**config.mk**
```make
export PLATFORM = sky130hd
export DESIGN_NAME = pipelined_barrel_shifter_flat
export DESIGN_NICKNAME = d
export VERILOG_FILES = /design/src/rtl/pipelined_barrel_shifter_if.sv /design/src/rtl/pipelined_barrel_shifter.sv /design/src/flat_wrapper.sv
export SDC_FILE = /design/constraint.sdc
export NUM_CORES = 1
export LEC_CHECK = 0
export ABC_AREA = 1
export CAP_MARGIN = 40
export CORE_MARGIN = 2
export CORE_UTILIZATION = 45
export DETAILED_ROUTE_END_ITERATION = 12
export PLACE_DENSITY = 0.65
export SYNTH_ARGS = -nofsm -noshare
export SYNTH_HDL_FRONTEND = slang
export SYNTH_SLANG_ARGS = --single-unit
```
**constraint.sdc**
```tcl
create_clock -name clk -period 2.4 [get_ports clk]
set_input_delay 0.48 -clock clk [delete_from_list [all_inputs] [get_ports clk]]
set_output_delay 0.48 -clock clk [all_outputs]
set_load 0.02 [all_outputs]
```
**src/rtl/pipelined_barrel_shifter_if.sv**
```systemverilog
// Handshake bundle for pipelined_barrel_shifter: op request side (in_*) and
// result side (out_*), each with its own valid/ready pair.
interface pipelined_barrel_shifter_if #(
    parameter int WIDTH = 64,
    parameter int TAG_W = 4
);
    localparam int SHW = $clog2(WIDTH);

    logic             in_valid;
    logic             in_ready;
    logic [WIDTH-1:0] in_data;
    logic [SHW-1:0]   in_shamt;
    logic [1:0]       in_mode;
    logic [TAG_W-1:0] in_tag;

    logic             out_valid;
    logic             out_ready;
    logic [WIDTH-1:0] out_data;
    logic [TAG_W-1:0] out_tag;

    modport master (
        output in_valid, in_data, in_shamt, in_mode, in_tag, out_ready,
        input  in_ready, out_valid, out_data, out_tag
    );

    modport slave (
        input  in_valid, in_data, in_shamt, in_mode, in_tag, out_ready,
        output in_ready, out_valid, out_data, out_tag
    );
endinterface

```
**src/rtl/pipelined_barrel_shifter.sv**
```systemverilog
// Pipelined logarithmic barrel shifter (SLL/SRL/SRA/ROR) with a register bank
// after every REG_EVERY log stages and per-bank valid/ready flow control.
module pipelined_barrel_shifter #(
    parameter int WIDTH     = 64,
    parameter int REG_EVERY = 2,
    parameter int TAG_W     = 4
) (
    input logic                       clk,
    input logic                       rst,
    pipelined_barrel_shifter_if.slave bus
);
    localparam int SHW = $clog2(WIDTH);
    localparam int LAT = (SHW + REG_EVERY - 1) / REG_EVERY;

    typedef enum logic [1:0] {
        MODE_SLL = 2'b00,
        MODE_SRL = 2'b01,
        MODE_SRA = 2'b10,
        MODE_ROR = 2'b11
    } mode_e;

    logic [LAT-1:0]   valid_q, valid_d;
    logic [LAT-1:0]   sign_q, sign_d;
    logic [WIDTH-1:0] data_q  [LAT];
    logic [WIDTH-1:0] data_d  [LAT];
    logic [SHW-1:0]   shamt_q [LAT];
    logic [SHW-1:0]   shamt_d [LAT];
    mode_e            mode_q  [LAT];
    mode_e            mode_d  [LAT];
    logic [TAG_W-1:0] tag_q   [LAT];
    logic [TAG_W-1:0] tag_d   [LAT];

    logic [LAT-1:0]   advance;
    logic [LAT-1:0]   up_valid;
    logic [LAT-1:0]   up_sign;
    logic [WIDTH-1:0] up_data  [LAT];
    logic [SHW-1:0]   up_shamt [LAT];
    mode_e            up_mode  [LAT];
    logic [TAG_W-1:0] up_tag   [LAT];
    logic [WIDTH-1:0] shifted  [LAT];

    function automatic logic [WIDTH-1:0] shift_stage(
        input logic [WIDTH-1:0] d,
        input int unsigned      amt,
        input mode_e            mode,
        input logic             sign
    );
        logic [WIDTH-1:0] ones;
        logic [WIDTH-1:0] res;
        ones = '1;
        case (mode)
            MODE_SLL: res = d << amt;
            MODE_SRL: res = d >> amt;
            MODE_SRA: res = (d >> amt) | (sign ? ~(ones >> amt) : '0);
            MODE_ROR: res = (d >> amt) | (d << (WIDTH - amt));
            default:  res = d;
        endcase
        return res;
    endfunction

    // Ready ripples back from the output; an empty bank always advances, which
    // is what lets bubbles collapse while the output is stalled.
    always_comb begin
        advance          = '0;
        advance[LAT-1]   = !valid_q[LAT-1] | bus.out_ready;
        for (int unsigned k = LAT - 1; k > 0; k--) begin
            advance[k-1] = !valid_q[k-1] | advance[k];
        end
    end

    always_comb begin
        up_valid[0] = bus.in_valid & advance[0];
        up_data[0]  = bus.in_data;
        up_shamt[0] = bus.in_shamt;
        up_mode[0]  = mode_e'(bus.in_mode);
        up_sign[0]  = bus.in_data[WIDTH-1];
        up_tag[0]   = bus.in_tag;
        for (int unsigned k = 1; k < LAT; k++) begin
            up_valid[k] = valid_q[k-1];
            up_data[k]  = data_q[k-1];
            up_shamt[k] = shamt_q[k-1];
            up_mode[k]  = mode_q[k-1];
            up_sign[k]  = sign_q[k-1];
            up_tag[k]   = tag_q[k-1];
        end
    end

    // Bank k owns log stages k*REG_EVERY .. (k+1)*REG_EVERY-1 (clipped at SHW).
    always_comb begin
        for (int unsigned k = 0; k < LAT; k++) begin
            shifted[k] = up_data[k];
            for (int unsigned s = 0; s < SHW; s++) begin
                if ((s / REG_EVERY) == k && up_shamt[k][s]) begin
                    shifted[k] = shift_stage(shifted[k], 32'd1 << s, up_mode[k], up_sign[k]);
                end
            end
        end
    end

    always_comb begin
        valid_d = valid_q;
        sign_d  = sign_q;
        data_d  = data_q;
        shamt_d = shamt_q;
        mode_d  = mode_q;
        tag_d   = tag_q;
        for (int unsigned k = 0; k < LAT; k++) begin
            if (advance[k]) begin
                valid_d[k] = up_valid[k];
                // Payload only moves with a real op so bubbles leave it untouched.
                if (up_valid[k]) begin
                    data_d[k]  = shifted[k];
                    shamt_d[k] = up_shamt[k];
                    mode_d[k]  = up_mode[k];
                    sign_d[k]  = up_sign[k];
                    tag_d[k]   = up_tag[k];
                end
            end
        end
    end

    always_ff @(posedge clk) begin
        if (rst) begin
            valid_q <= '0;
            sign_q  <= '0;
            for (int unsigned k = 0; k < LAT; k++) begin
                data_q[k]  <= '0;
                shamt_q[k] <= '0;
                mode_q[k]  <= MODE_SLL;
                tag_q[k]   <= '0;
            end
        end else begin
            valid_q <= valid_d;
            sign_q  <= sign_d;
            data_q  <= data_d;
            shamt_q <= shamt_d;
            mode_q  <= mode_d;
            tag_q   <= tag_d;
        end
    end

    assign bus.in_ready  = advance[0];
    assign bus.out_valid = valid_q[LAT-1];
    assign bus.out_data  = data_q[LAT-1];
    assign bus.out_tag   = tag_q[LAT-1];
endmodule

```
**src/flat_wrapper.sv**
```systemverilog
// flat-port wrapper written by rule: the top's interface ports become plain ports
module pipelined_barrel_shifter_flat 
#(
    parameter int WIDTH     = 64,
    parameter int REG_EVERY = 2,
    parameter int TAG_W     = 4
)
  (clk, rst, bus_in_valid, bus_in_data, bus_in_shamt, bus_in_mode, bus_in_tag, bus_out_ready, bus_in_ready, bus_out_valid, bus_out_data, bus_out_tag);
  pipelined_barrel_shifter_if #(.WIDTH(WIDTH), .TAG_W(TAG_W)) bus_i ();
  input logic clk;
  input logic rst;
  input wire logic [$bits(bus_i.in_valid)-1:0] bus_in_valid;
  input wire logic [$bits(bus_i.in_data)-1:0] bus_in_data;
  input wire logic [$bits(bus_i.in_shamt)-1:0] bus_in_shamt;
  input wire logic [$bits(bus_i.in_mode)-1:0] bus_in_mode;
  input wire logic [$bits(bus_i.in_tag)-1:0] bus_in_tag;
  input wire logic [$bits(bus_i.out_ready)-1:0] bus_out_ready;
  output wire logic [$bits(bus_i.in_ready)-1:0] bus_in_ready;
  output wire logic [$bits(bus_i.out_valid)-1:0] bus_out_valid;
  output wire logic [$bits(bus_i.out_data)-1:0] bus_out_data;
  output wire logic [$bits(bus_i.out_tag)-1:0] bus_out_tag;
  assign bus_i.in_valid = bus_in_valid;
  assign bus_i.in_data = bus_in_data;
  assign bus_i.in_shamt = bus_in_shamt;
  assign bus_i.in_mode = bus_in_mode;
  assign bus_i.in_tag = bus_in_tag;
  assign bus_i.out_ready = bus_out_ready;
  assign bus_in_ready = bus_i.in_ready;
  assign bus_out_valid = bus_i.out_valid;
  assign bus_out_data = bus_i.out_data;
  assign bus_out_tag = bus_i.out_tag;
  pipelined_barrel_shifter #(.WIDTH(WIDTH), .REG_EVERY(REG_EVERY), .TAG_W(TAG_W)) u_core (.clk(clk), .rst(rst), .bus(bus_i));
endmodule
```
==> impl_results.md <==
* Initial Utilization at 45.9%
* Vias in the first global route at 16,100
* Starting DRT DRC Count at 1,904
* Utilization after layout at 52.9%
* Max Slew Vio Count at 0
* Die Wd at 192 um
* # DRC at 0
* Ant. Diodes at 0
* LEAKAGE at 7.68 nW
* GP Congestion at 0.913
* Sw Pwr at 3.74 mW
* Most instantiated cells after synthesis: nand2_1, nand3_1, nor2_1
* Peak fanout along the critical path at 3
* Share of cells above drive strength 1 at 8.99%
* Crit-path cells: clkdlybuf4s50_1 > inv_1 > nand4_1 > clkdlybuf4s50_1
* Yosys top cell by area: dfxtp_1
* Final Critical Period at 2220 ps
* Max_cap viols at 0
* Power Density at 620 nW/um^2
* Worst Hold Class: reg2reg
* Gr usage total at 31.5%
* Unique masters post-synth at 24
* Place WS at 115 ps
* Clk pwr share at 38.0%
* Slew margin rel. at 59.2%
* Final setup fails at 0
* CTS resizes at 0
* Via/cell ratio at 5.72
* Met1 usage at 45.1%
* Setup CP Type: in2out
* EDFF count, synth at 0
* Die Ht at 192 um
* GR Util met3 at 5.77%
* FFs w/ async S/R, synth at 0%
* Main synth FF type: dfxtp_1
* #FFs+latches synth at 219
* Syn_nets at 2,742
* Pint at 7.66 mW
* Switching share of power at 32.8%
* Routed WL at 58.8 mm
* Critical Path Slowest Stage Cell: clkdlybuf4s50_1
* CTS Sinks at 219
* Wire per inst at 18.8 um
* Crit path launch type: primary input
* Area of the mapped netlist at 15,900 um^2
* Cell mode on critical path: clkdlybuf4s50_1
* Slew @ Worst Pin at 605 ps
* Worst path required time at 1920 ps
* Post-synth top area share at 27.5%
* Rows at 68
* Postcts setup bufs at 0
* Worst Path Arrival at 1740 ps
* DP Wirelength at 42.8 mm
* CP Capture Type: primary output
* Max Freq at 0.450 GHz
* Clk buf depth at 3
* Synth area leaders: dfxtp_1, nand2_1, nand3_1, o21ai_0, nor2_1
* CTS clk-pin slew, worst paths at 60 ps
* Hold Buf Count CTS at 0
* Post-route clock period utilization at 92.7%
* CTS tree: built
* First-pass GRT wire length at 91.3 mm
* Synth warnings at 0
* Port Buf Inserts at 149
* CTS buffer count at 24
* Final hold violations at 0
* PnR worst setup slack at 176 ps
* Comb pwr share at 25.6%
* Unrepaired setup endpoints after global routing: false
* Sequential area share after synthesis at 27.5%
* Avg Cell Area, Syn at 5.99 um^2
* Vias at 17,900
* Sequential power share at 36.5%
* Met2 Use GR at 48.3%
* Fin Setup TNS at 0 ps
* Clock Skews at 28.1 ps
* Area growth syn-to-layout at 15.2%
* Clock Latency Late Sink at 550 ps
* CTS root buffer: clkbuf_16
* H-tree depth at 1
* Cell count after synthesis at 2,662
* # IOs at 150
* # fillers at 3,643
* Antenna-violating nets left at 0
* Initial antenna violation count at 0
* Final #Nets at 2,731
* Most frequent cell after synthesis: nand2_1
* Largest net degree at the start of global routing at 86
* Core Area at 34,700 um^2
* Worst path max stage delay at 630 ps
* Outcome: completed
* Maximum vdd drop at 0.000507 V
* Busiest grt layer: met2
* DR pass1 iterations at 8
* Remaining global-route overflow at 0
* Die footprint at 37,000 um^2
==> power groups by stage <==
| stage | Clock (mW) | Combinational [mW] | Sequential, mW |
|---|---|---|---|
| 6_report | 4.33 | 2.91 | 4.16 |
| 5_1_grt | 4.51 | 3.23 | 4.18 |
| 4_1_cts | 4.40 | 2.87 | 4.14 |
| 3_5_place_dp | 0 | 2.86 | 4.22 |
| 3_3_place_gp | 0 | 2.84 | 4.22 |
| 2_1_floorplan | 0 | 2.02 | 4.10 |
==> cell usage in the layout (no fill, tap or decap), drive strengths merged <==
| master | n |
|---|---|
| nand2 | 611 |
| dfxtp | 219 |
| a31oi | 5 |
| a21oi | 210 |
| nor2 | 335 |
| buf | 80 |
| inv | 124 |
| and2 | 11 |
| clkdlybuf4s50 | 148 |
| nand4 | 1 |
| o211ai | 83 |
| bufinv | 7 |
| clkinv | 4 |
| clkinvlp | 1 |
| nand3 | 409 |
| or2 | 54 |
| clkbuf | 32 |
| o21ai | 335 |
==> worst paths after layout <==
check	from	endpoint	slack (ps)	cells past startpoint
max	bus_out_ready	bus_in_ready	180	4
min	u_core.tag_q[4]$_SDFFE_PP0P_	u_core.tag_q[4]$_SDFFE_PP0P_	480	2
max reg2reg	u_core.mode_q[5]$_SDFFE_PP0P_	u_core.data_q[116]$_SDFFE_PP0P_	340	9
min reg2reg	u_core.tag_q[4]$_SDFFE_PP0P_	u_core.tag_q[4]$_SDFFE_PP0P_	480	2
==> metrics by stage <==
step           cells  total power, mW  cell area [um^2]  hold slack [ps]
2_1_floorplan   2662             6.11             15900              450
3_3_place_gp    3079             7.06             17400              463
3_5_place_dp    3080             7.08             17400              473
4_1_cts         3124             11.4             18400              488
5_1_grt         3124             11.9             18400              508
6_report        3124             11.4             18400              481
==> critical path: cells and delay by family <==
| family | cells | cell delay [ps] |
|---|---|---|
| buf+inv | 3 | 1140 |
| simple gates | 1 | 120 |
==> layout make-up <==
class	instances	area, um^2	share of cell area, %
multi-input combinational	2054	9650	52.5
sequential	219	4390	23.9
timing repair buffer	228	2380	13.0
clock buffer	32	671	3.65
tap	455	569	3.10
inverter	124	468	2.55
clock inverter	12	253	1.38
==> flip-flops by register name (all words and copies together) (netlist names) <==
signal               cells
u_core.sign_q            2
u_core.mode_q            4
u_core.bus.out_data     64
u_core.shamt_q           6
u_core.tag_q             8
u_core.valid_q           3
u_core.bus.out_tag       4
u_core.data_q          128
==> logic make-up (layout without fill, tap and decap cells) <==
group	count (synthesis)	after routing	synth area share [%]
and+or+nand+nor	1421	1421	38.1
AOI/OAI and AO/OA	633	633	22.3
buffers and inverters	389	396	12.1
DFF	219	219	27.5
==> metal layers <==
| layer | vias to the layer above | share of wire, % |
|---|---|---|
| met5 | - | 0 |
| met4 | 0 | 2.7 |
| met3 | 104 | 9.3 |
| met2 | 777 | 43 |
| met1 | 8173 | 45 |
| li1 | 8800 | - |
No activity file was read; power rests on OpenSTA's default activity.
